$ cat config.mk
export PLATFORM = sky130hd
export DESIGN_NAME = wb_hp
export DESIGN_NICKNAME = d
export VERILOG_FILES = /design/src/rtl/wb_hp_pkg.sv /design/src/rtl/wb_hp_detector.sv /design/src/rtl/wb_hp.sv
export SDC_FILE = /design/constraint.sdc
export NUM_CORES = 1
export LEC_CHECK = 0
export CAP_MARGIN = 5
export CORE_MARGIN = 2
export CORE_UTILIZATION = 37
export CTS_CLUSTER_SIZE = 25
export DETAILED_ROUTE_END_ITERATION = 12
export GPL_TIMING_DRIVEN = 0
export PLACE_DENSITY = 0.85
export SLEW_MARGIN = 20
export SYNTH_ARGS = -nofsm -noshare
export SYNTH_HDL_FRONTEND = slang
export SYNTH_SLANG_ARGS = --single-unit
$ cat constraint.sdc
create_clock -name wb_clk_i -period 5.4 [get_ports wb_clk_i]
set_clock_uncertainty 0.15 [all_clocks]
set_input_delay 1.08 -clock wb_clk_i [delete_from_list [all_inputs] [get_ports wb_clk_i]]
set_output_delay 1.08 -clock wb_clk_i [all_outputs]
set_load 0.01 [all_outputs]
$ cat src/rtl/wb_hp_pkg.sv
// Shared constants for the wb_hp glitch-detector harness.
//   BASE_ADDR      : address of the single control/status register
//   VCC..GEN       : control bit positions (ctrl register, gpio_i, status)
//   ALARM..CTR_MSB : status bit positions on gpio_o
//   GPIO_ENB       : active-low pad output enables (bits [13:4] driven)
package wb_hp_pkg;
  localparam logic [31:0] BASE_ADDR = 32'h3000_0000;

  localparam int VCC     = 0;
  localparam int ARST    = 1;
  localparam int CRST    = 2;
  localparam int GEN     = 3;
  localparam int ALARM   = 4;
  localparam int LATCH   = 5;
  localparam int CTR_LSB = 6;
  localparam int CTR_MSB = 13;

  localparam logic [15:0] GPIO_ENB = 16'hC00F;
endpackage

$ cat src/rtl/wb_hp_detector.sv
// hp_detector: periodic glitch injector feeding a glitch detector model.
//   clk, srst      : clock and synchronous active-high reset
//   vcc            : supply-present control; gates injector and alarm
//   alarm_rst      : clears the sticky alarm latch (wins over set)
//   alarm_ctr_rst  : clears the alarm counter (wins over increment)
//   glitch_en      : enables the injector (together with vcc)
//   glitch         : registered glitch pulse, GLITCH_LEN cycles every GLITCH_PERIOD
//   alarm          : glitch delayed by one cycle, qualified by vcc
//   alarm_latch    : sticky copy of alarm
//   alarm_ctr      : saturating count of alarm rising edges
module hp_detector #(
  parameter int GLITCH_PERIOD = 16,
  parameter int GLITCH_LEN    = 2
) (
  input  logic       clk,
  input  logic       srst,
  input  logic       vcc,
  input  logic       alarm_rst,
  input  logic       alarm_ctr_rst,
  input  logic       glitch_en,
  output logic       glitch,
  output logic       alarm,
  output logic       alarm_latch,
  output logic [7:0] alarm_ctr
);
  localparam logic [7:0] PHASE_LAST = 8'(GLITCH_PERIOD - 1);
  localparam logic [7:0] PHASE_LEN  = 8'(GLITCH_LEN);

  logic [7:0] phase_reg, phase_next;
  logic       glitch_reg, glitch_next;
  logic       alarm_reg, alarm_next;
  logic       alarm_q_reg;
  logic       latch_reg, latch_next;
  logic [7:0] ctr_reg, ctr_next;
  logic       run;

  always_comb begin
    run         = vcc & glitch_en;
    phase_next  = '0;
    glitch_next = 1'b0;
    if (run) begin
      phase_next  = (phase_reg == PHASE_LAST) ? 8'd0 : phase_reg + 8'd1;
      glitch_next = (phase_reg < PHASE_LEN);
    end

    // One-cycle delay: alarm is still high on the edge where glitch drops.
    alarm_next = glitch_reg & vcc;
    latch_next = alarm_rst ? 1'b0 : (latch_reg | alarm_reg);

    ctr_next = ctr_reg;
    if (alarm_ctr_rst) begin
      ctr_next = 8'd0;
    end else if (alarm_reg && !alarm_q_reg && ctr_reg != 8'hFF) begin
      ctr_next = ctr_reg + 8'd1;
    end
  end

  always_ff @(posedge clk) begin
    if (srst) begin
      phase_reg   <= '0;
      glitch_reg  <= 1'b0;
      alarm_reg   <= 1'b0;
      alarm_q_reg <= 1'b0;
      latch_reg   <= 1'b0;
      ctr_reg     <= '0;
    end else begin
      phase_reg   <= phase_next;
      glitch_reg  <= glitch_next;
      alarm_reg   <= alarm_next;
      alarm_q_reg <= alarm_reg;
      latch_reg   <= latch_next;
      ctr_reg     <= ctr_next;
    end
  end

  assign glitch      = glitch_reg;
  assign alarm       = alarm_reg;
  assign alarm_latch = latch_reg;
  assign alarm_ctr   = ctr_reg;
endmodule

$ cat src/rtl/wb_hp.sv
// wb_hp: Wishbone harness around hp_detector.
//   wb_clk_i, reset        : sole clock, synchronous active-high reset
//   user_clock2            : unused, present for pin compatibility
//   wbs_*                  : Wishbone slave, single register at BASE_ADDR
//                            (write ctrl[3:0]; read status), never stalls
//   gpio_i                 : [3:0] control bits, [15:14]==2'b11 enables them
//   gpio_enb, gpio_o       : status pads (alarm, latch, counter)
//   glitch                 : injected glitch pulse
module wb_hp #(
  parameter logic [31:0] BASE_ADDR     = wb_hp_pkg::BASE_ADDR,
  parameter int          GLITCH_PERIOD = 16,
  parameter int          GLITCH_LEN    = 2
) (
  input  logic        wb_clk_i,
  input  logic        reset,
  input  logic        user_clock2,
  input  logic        wbs_cyc_i,
  input  logic        wbs_stb_i,
  input  logic        wbs_we_i,
  input  logic [31:0] wbs_adr_i,
  input  logic [31:0] wbs_dat_i,
  output logic        wbs_ack_o,
  output logic        wbs_stl_o,
  output logic [31:0] wbs_dat_o,
  input  logic [15:0] gpio_i,
  output logic [15:0] gpio_enb,
  output logic [15:0] gpio_o,
  output logic        glitch
);
  import wb_hp_pkg::*;

  logic        ack_reg;
  logic [31:0] rdata_reg;
  logic [3:0]  ctrl_reg;
  logic [3:0]  eff;
  logic        gpio_ok;
  logic        req;
  logic        hit;
  logic        alarm;
  logic        alarm_latch;
  logic [7:0]  alarm_ctr;
  logic [31:0] status;
  logic        unused_ok;

  assign gpio_ok = (gpio_i[15:14] == 2'b11);

  // Wishbone and pads can each assert a control bit; either one is enough.
  genvar gi;
  generate
    for (gi = 0; gi < 4; gi++) begin : g_eff
      assign eff[gi] = ctrl_reg[gi] | (gpio_ok & gpio_i[gi]);
    end
  endgenerate

  // A held strobe is not re-accepted while its ack is on the bus.
  assign req    = wbs_cyc_i & wbs_stb_i & ~ack_reg;
  assign hit    = (wbs_adr_i == BASE_ADDR);
  assign status = {18'b0, alarm_ctr, alarm_latch, alarm, eff};

  always_ff @(posedge wb_clk_i) begin
    if (reset) begin
      ack_reg   <= 1'b0;
      rdata_reg <= '0;
      ctrl_reg  <= '0;
    end else begin
      ack_reg <= req;
      if (req && wbs_we_i && hit) begin
        ctrl_reg <= wbs_dat_i[3:0];
      end
      if (req && !wbs_we_i) begin
        rdata_reg <= hit ? status : 32'd0;
      end
    end
  end

  hp_detector #(
    .GLITCH_PERIOD (GLITCH_PERIOD),
    .GLITCH_LEN    (GLITCH_LEN)
  ) u_det (
    .clk           (wb_clk_i),
    .srst          (reset),
    .vcc           (eff[VCC]),
    .alarm_rst     (eff[ARST]),
    .alarm_ctr_rst (eff[CRST]),
    .glitch_en     (eff[GEN]),
    .glitch        (glitch),
    .alarm         (alarm),
    .alarm_latch   (alarm_latch),
    .alarm_ctr     (alarm_ctr)
  );

  assign wbs_ack_o = ack_reg;
  assign wbs_stl_o = 1'b0;
  assign wbs_dat_o = rdata_reg;
  assign gpio_enb  = GPIO_ENB;
  assign gpio_o    = {2'b0, alarm_ctr, alarm_latch, alarm, 4'b0};

  assign unused_ok = &{1'b0, user_clock2, wbs_dat_i[31:4], gpio_i[13:4]};
endmodule

Word level (Yosys, flattened, before mapping) --
Index checks and enable logic that the tools add are counted.
Word-level totals: bits in registers 57, input bits 86, output and inout port bits 67
Cells by class: add/subtract/negate cells 2, magnitude comparators 1, eq/ne operators 4, multiplexer cells 1, bitwise logic cells 15, reduce and logical (&&, ||, !) cells 11
Operators by type and width (number):
- equality test 32 x 30 -> 1 bit (second input constant) | 1
- adder 8 x 1 -> 8 bit (second input constant) | 2
- two-way mux 14 bit | 1
- bitwise AND 1 bit | 8
- equality test 8 x 4 -> 1 bit (second input constant) | 1
- < comparator 8 x 2 -> 1 bit (second input constant) | 1
- inequality test 8 bit (second input constant) | 1
- OR reduction 2 bit | 3
- logical AND 1 bit | 5
- bitwise OR 1 bit | 5
- OR reduction 3 bit | 1
- equality test 2 bit (second input constant) | 1
- logical NOT 1 bit | 2
- NOT 1 bit | 2

Depth between registers and ports, before layout --
depth in word-level cells 6, depth in mapped cells 7, depth with buffers taken out 5

Hierarchy --
From an unflattened synthesis, not the netlist that was laid out.
Unflattened totals: cells, all modules 253, area total of the unflattened synthesis 2184.6 um^2
Modules (own cells, without submodules):
- wb_hp | instances 1, cells an instance 154, area each 1278.7 um^2
- hp_detector | instances 1, cells an instance 99, area each 905.9 um^2

Least setup slack after synthesis --
OpenSTA, ideal clock, no wires.
path kind input to register, start input wbs_adr_i[18], end register rdata_reg[10] (netlist: wbs_dat_o[10]), arrival time 2304 ps, required time 5180 ps, path slack 2875 ps, cell stages on the path 5, path buffers 1, path through nor4_2 > nand4_2 > buf_6 > or4_1 > a21oi_1
On the way: word-level cells in the longest chain between the ends 2
RTL lines:
- from (decl) | RTL line wb_hp.sv:20 | input logic [31:0] wbs_adr_i,
- equality test 32 x 30 -> 1 bit | RTL line wb_hp.sv:57 | assign hit = (wbs_adr_i == BASE_ADDR);
- two-way mux 14 bit | RTL line wb_hp.sv:71 | rdata_reg <= hit ? status : 32'd0;
- to (signal assigned) | RTL line wb_hp.sv:71
- to (decl) | RTL line wb_hp.sv:33 | logic [31:0] rdata_reg;
No other way between the ends. A chain may end at the register's enable or synchronous reset.

Worst setup path in the final report --
start input wbs_adr_i[1], end register ctrl_reg[3]
On the way: word-level cells in the longest chain between the ends 2
RTL lines:
- equality test 32 x 30 -> 1 bit | RTL line wb_hp.sv:57
- logical AND 1 bit | RTL line wb_hp.sv:67 | if (req && wbs_we_i && hit) begin
- to (signal assigned) | RTL line wb_hp.sv:68 | ctrl_reg <= wbs_dat_i[3:0];
- to (decl) | RTL line wb_hp.sv:34 | logic [3:0] ctrl_reg;
No other way between the ends.

==> flow_summary.json <==
{
  "register_area_sq_um": 781,
  "ios": 153,
  "htreeDepth": 2,
  "slowest_delay_ns": 0.46,
  "busiest_layer": "met2",
  "dpl.hpwl_um": 3970,
  "power_frac_comb_pct": 15.3,
  "grt_usage_pct": 15.3,
  "min_path_type": "flip-flop to flip-flop",
  "routedWlPerCell_um": 11.1,
  "grt_max_degree": 13,
  "critPathSlowestCell": "nor3_2",
  "synth.distinct_cells": 36,
  "clkLatencyLatePin_ns": 0.29,
  "syn_inst": 243,
  "hold_violations": 0,
  "antenna_cells": 0,
  "firstDrtPassIters": 4,
  "cts_buffer_depth": 2,
  "fmax_ghz": 0.339,
  "yosysTopAreaCell": "dfxtp_1",
  "grt_pass1_wl_um": 7520,
  "post_cts_buffers": 0,
  "grt_use_met1_pct": 16.8,
  "die-area_sq_mm": 0.00622,
  "status": "finished clean",
  "synth_warnings": 0,
  "relSlewSlack_pct": 66.3,
  "die_y_um": 78.9,
  "first_iter_violations": 82,
  "rsz0062_at_grt": "false",
  "synth_area_sq_mm": 0.00207,
  "drive_gt1_share_pct": 16.3,
  "cp.arrival_ns": 3.02,
  "rows": 27,
  "yosys_register_bits": 39,
  "ys_top_cells_by_area": "dfxtp_1 38%, buf_4 16%, or4_1 5.1%",
  "timing.final.crit_share_pct": 54.6,
  "cp.required_ns": 5.47,
  "numCtsBuffers": 5,
  "root_buffer": "clkbuf_8",
  "p_switching_mw": 0.133,
  "startpoint_type": "input port",
  "yosysTopAreaCellShare_pct": 37.7,
  "syn_to_final_growth_pct": 49.7,
  "hold_buffers": 0,
  "viasPerCell": 4.47,
  "fp.coreArea_sq_mm": 0.00547,
  "grt_overflow": 0,
  "p_int_mw": 0.429,
  "io_buffers": 71,
  "path_clk_slew_ns": 0.07,
  "ant_nets": 0,
  "nFillCells": 527,
  "setup_viol": 0,
  "end_kind": "flip-flop",
  "yosys_most_used_dff": "dfxtp_1",
  "synth-seq-area-share_pct": 37.7,
  "cp_max_fo": 10,
  "seqPwrFrac_pct": 51.3,
  "largest_reg_flops": 14,
  "drv_slew": 0,
  "multi_input_area_sq_mm": 0.00103,
  "pwr-share-clk_pct": 33.4,
  "worstPathCellList": "clkdlybuf4s50_1 > nor4_1 > nand4_1 > clkbuf_1 > nor3_2 > mux2i_1",
  "final_util_pct": 56.7,
  "antenna_found_initial": 0,
  "fin_nets": 448,
  "vias": 1934,
  "worstSetupPathType": "input port to flip-flop",
  "worst_slew_pin_slew_ns": 0.500,
  "dieWidth_um": 78.9,
  "period_needed_ns": 2.95,
  "drc": 0,
  "use_met3_pct": 3.41,
  "fin_setup_tns_ns": 0,
  "gp_congestion": 0.904,
  "power_mw": 0.562,
  "ir_worst_vdd_mv": 0.104,
  "synth.avg_cell_area_sq_um": 8.53,
  "grt_pass1_vias": 1736,
  "maxCapViolations": 0,
  "clock-sinks": 39,
  "start_util_pct": 37.9,
  "ctsResizeCount": 0,
  "swShare_pct": 23.6,
  "synth_edf_count": 0,
  "leakage_nw": 1.24,
  "p_per_area_mw_per_mm2": 181,
  "cts_tree": "built",
  "async_flop_share_pct": 0,
  "use_met2_pct": 27.8,
  "drt-total-wl_um": 4830
}
[synth_stat cells (4+ instances only)]
library cell  instances
clkbuf_1              7
nand4_1               4
nand2b_1              9
nand3_1               4
a21oi_1              15
or4_1                14
xnor2_1               7
nand2_1              19
dfxtp_1              39
and3_1                4
a31oi_1               4
nor2_1               19
buf_4                43
inv_1                11
or3_1                 4
nor4_1                5
xor2_1                4
mux2i_1               5
[metal layers]
| layer | up-vias | part of all wire (%) | wire length [um] |
|---|---|---|---|
| met5 | - | 0 | 0 |
| met1 | 873 | 39 | 1880 |
| met3 | 9 | 6.6 | 320 |
| met2 | 68 | 52 | 2530 |
| met4 | 0 | 2.0 | 97 |
| li1 | 984 | - | - |
[area by class of cell]
cell class                 count  area share [%]
buffer                        52            11.7
clock buffer                   5            2.22
clock inverter                 3           0.484
inverter                      11            1.33
multi-input combinational    180            33.3
sequential                    39            25.2
tap                           72            2.90
timing repair buffer          71            22.9
[power groups by stage]
stage | Combinational, mW | Sequential, mW | Clock (mW)
after floorplan | 0.0454 | 0.295 | 0
after global placement | 0.0834 | 0.295 | 0
after detailed placement | 0.0847 | 0.295 | 0
after CTS | 0.0848 | 0.288 | 0.194
after global routing | 0.0926 | 0.288 | 0.208
final | 0.0860 | 0.288 | 0.188
[placed cells by master, fill, tap and decap left out, types with 2 or more instances in the layout]
master           instances
buf_4                   43
a21oi_1                 15
and3_1                   4
inv_1                   11
clkinv_2                 3
o21ai_0                  2
nand4_1                  4
nor3b_1                  2
nor2_1                  19
and2_1                   2
ha_1                     2
or4_1                   14
xor2_1                   4
nor4_2                   2
or3_1                    4
o211ai_1                 2
nor3_1                   2
dfxtp_1                 39
nand2b_1                 9
clkdlybuf4s50_1         71
conb_1                  41
nor4_1                   5
clkbuf_8                 5
clkbuf_1                 7
xnor2_1                  7
nand3_1                  4
nand2_1                 19
a31oi_1                  4
mux2i_1                  5
[metrics by stage]
step	setup WS, ns	area, sq um	hold slack, ns	cells
after floorplan	2.88	2220	0.263	282
after global placement	2.23	3020	0.273	425
after detailed placement	2.16	3020	0.287	425
after CTS	2.45	3100	0.297	433
after global routing	2.23	3100	0.325	433
final	2.45	3100	0.294	433
[critical path, delay by kind of cell]
kind | cells | cell delay [ns]
multiplexers | 1 | 0.24
AND/OR/NAND/NOR | 3 | 1.03
buffers and inverters | 2 | 0.67
[worst paths after layout]
path / startpoint / to / slack (ns) / cells after the start
worst max-delay path: wbs_adr_i[1] / ctrl_reg[3] / 2.45 / 6
worst min-delay path: u_det.phase_reg[0] / u_det.phase_reg[0] / 0.29 / 1
worst max register to register: wbs_ack_o / wbs_dat_o[10] / 3.44 / 5
worst min register to register: u_det.phase_reg[0] / u_det.phase_reg[0] / 0.29 / 1
[cell families (layout without fill, tap and decap cells)]
group	after synthesis	in the layout	share of synthesized area [%]
buf+inv	63	142	19.6
xor+xnor	11	11	4.65
simple gates	96	96	27.2
flops	39	39	37.7
fa+ha+maj	2	2	1.21
compound gates	24	24	6.40
other cells	2	41	0.362
mux	6	6	2.96
Note: power is estimated with default switching activity, not from simulation.
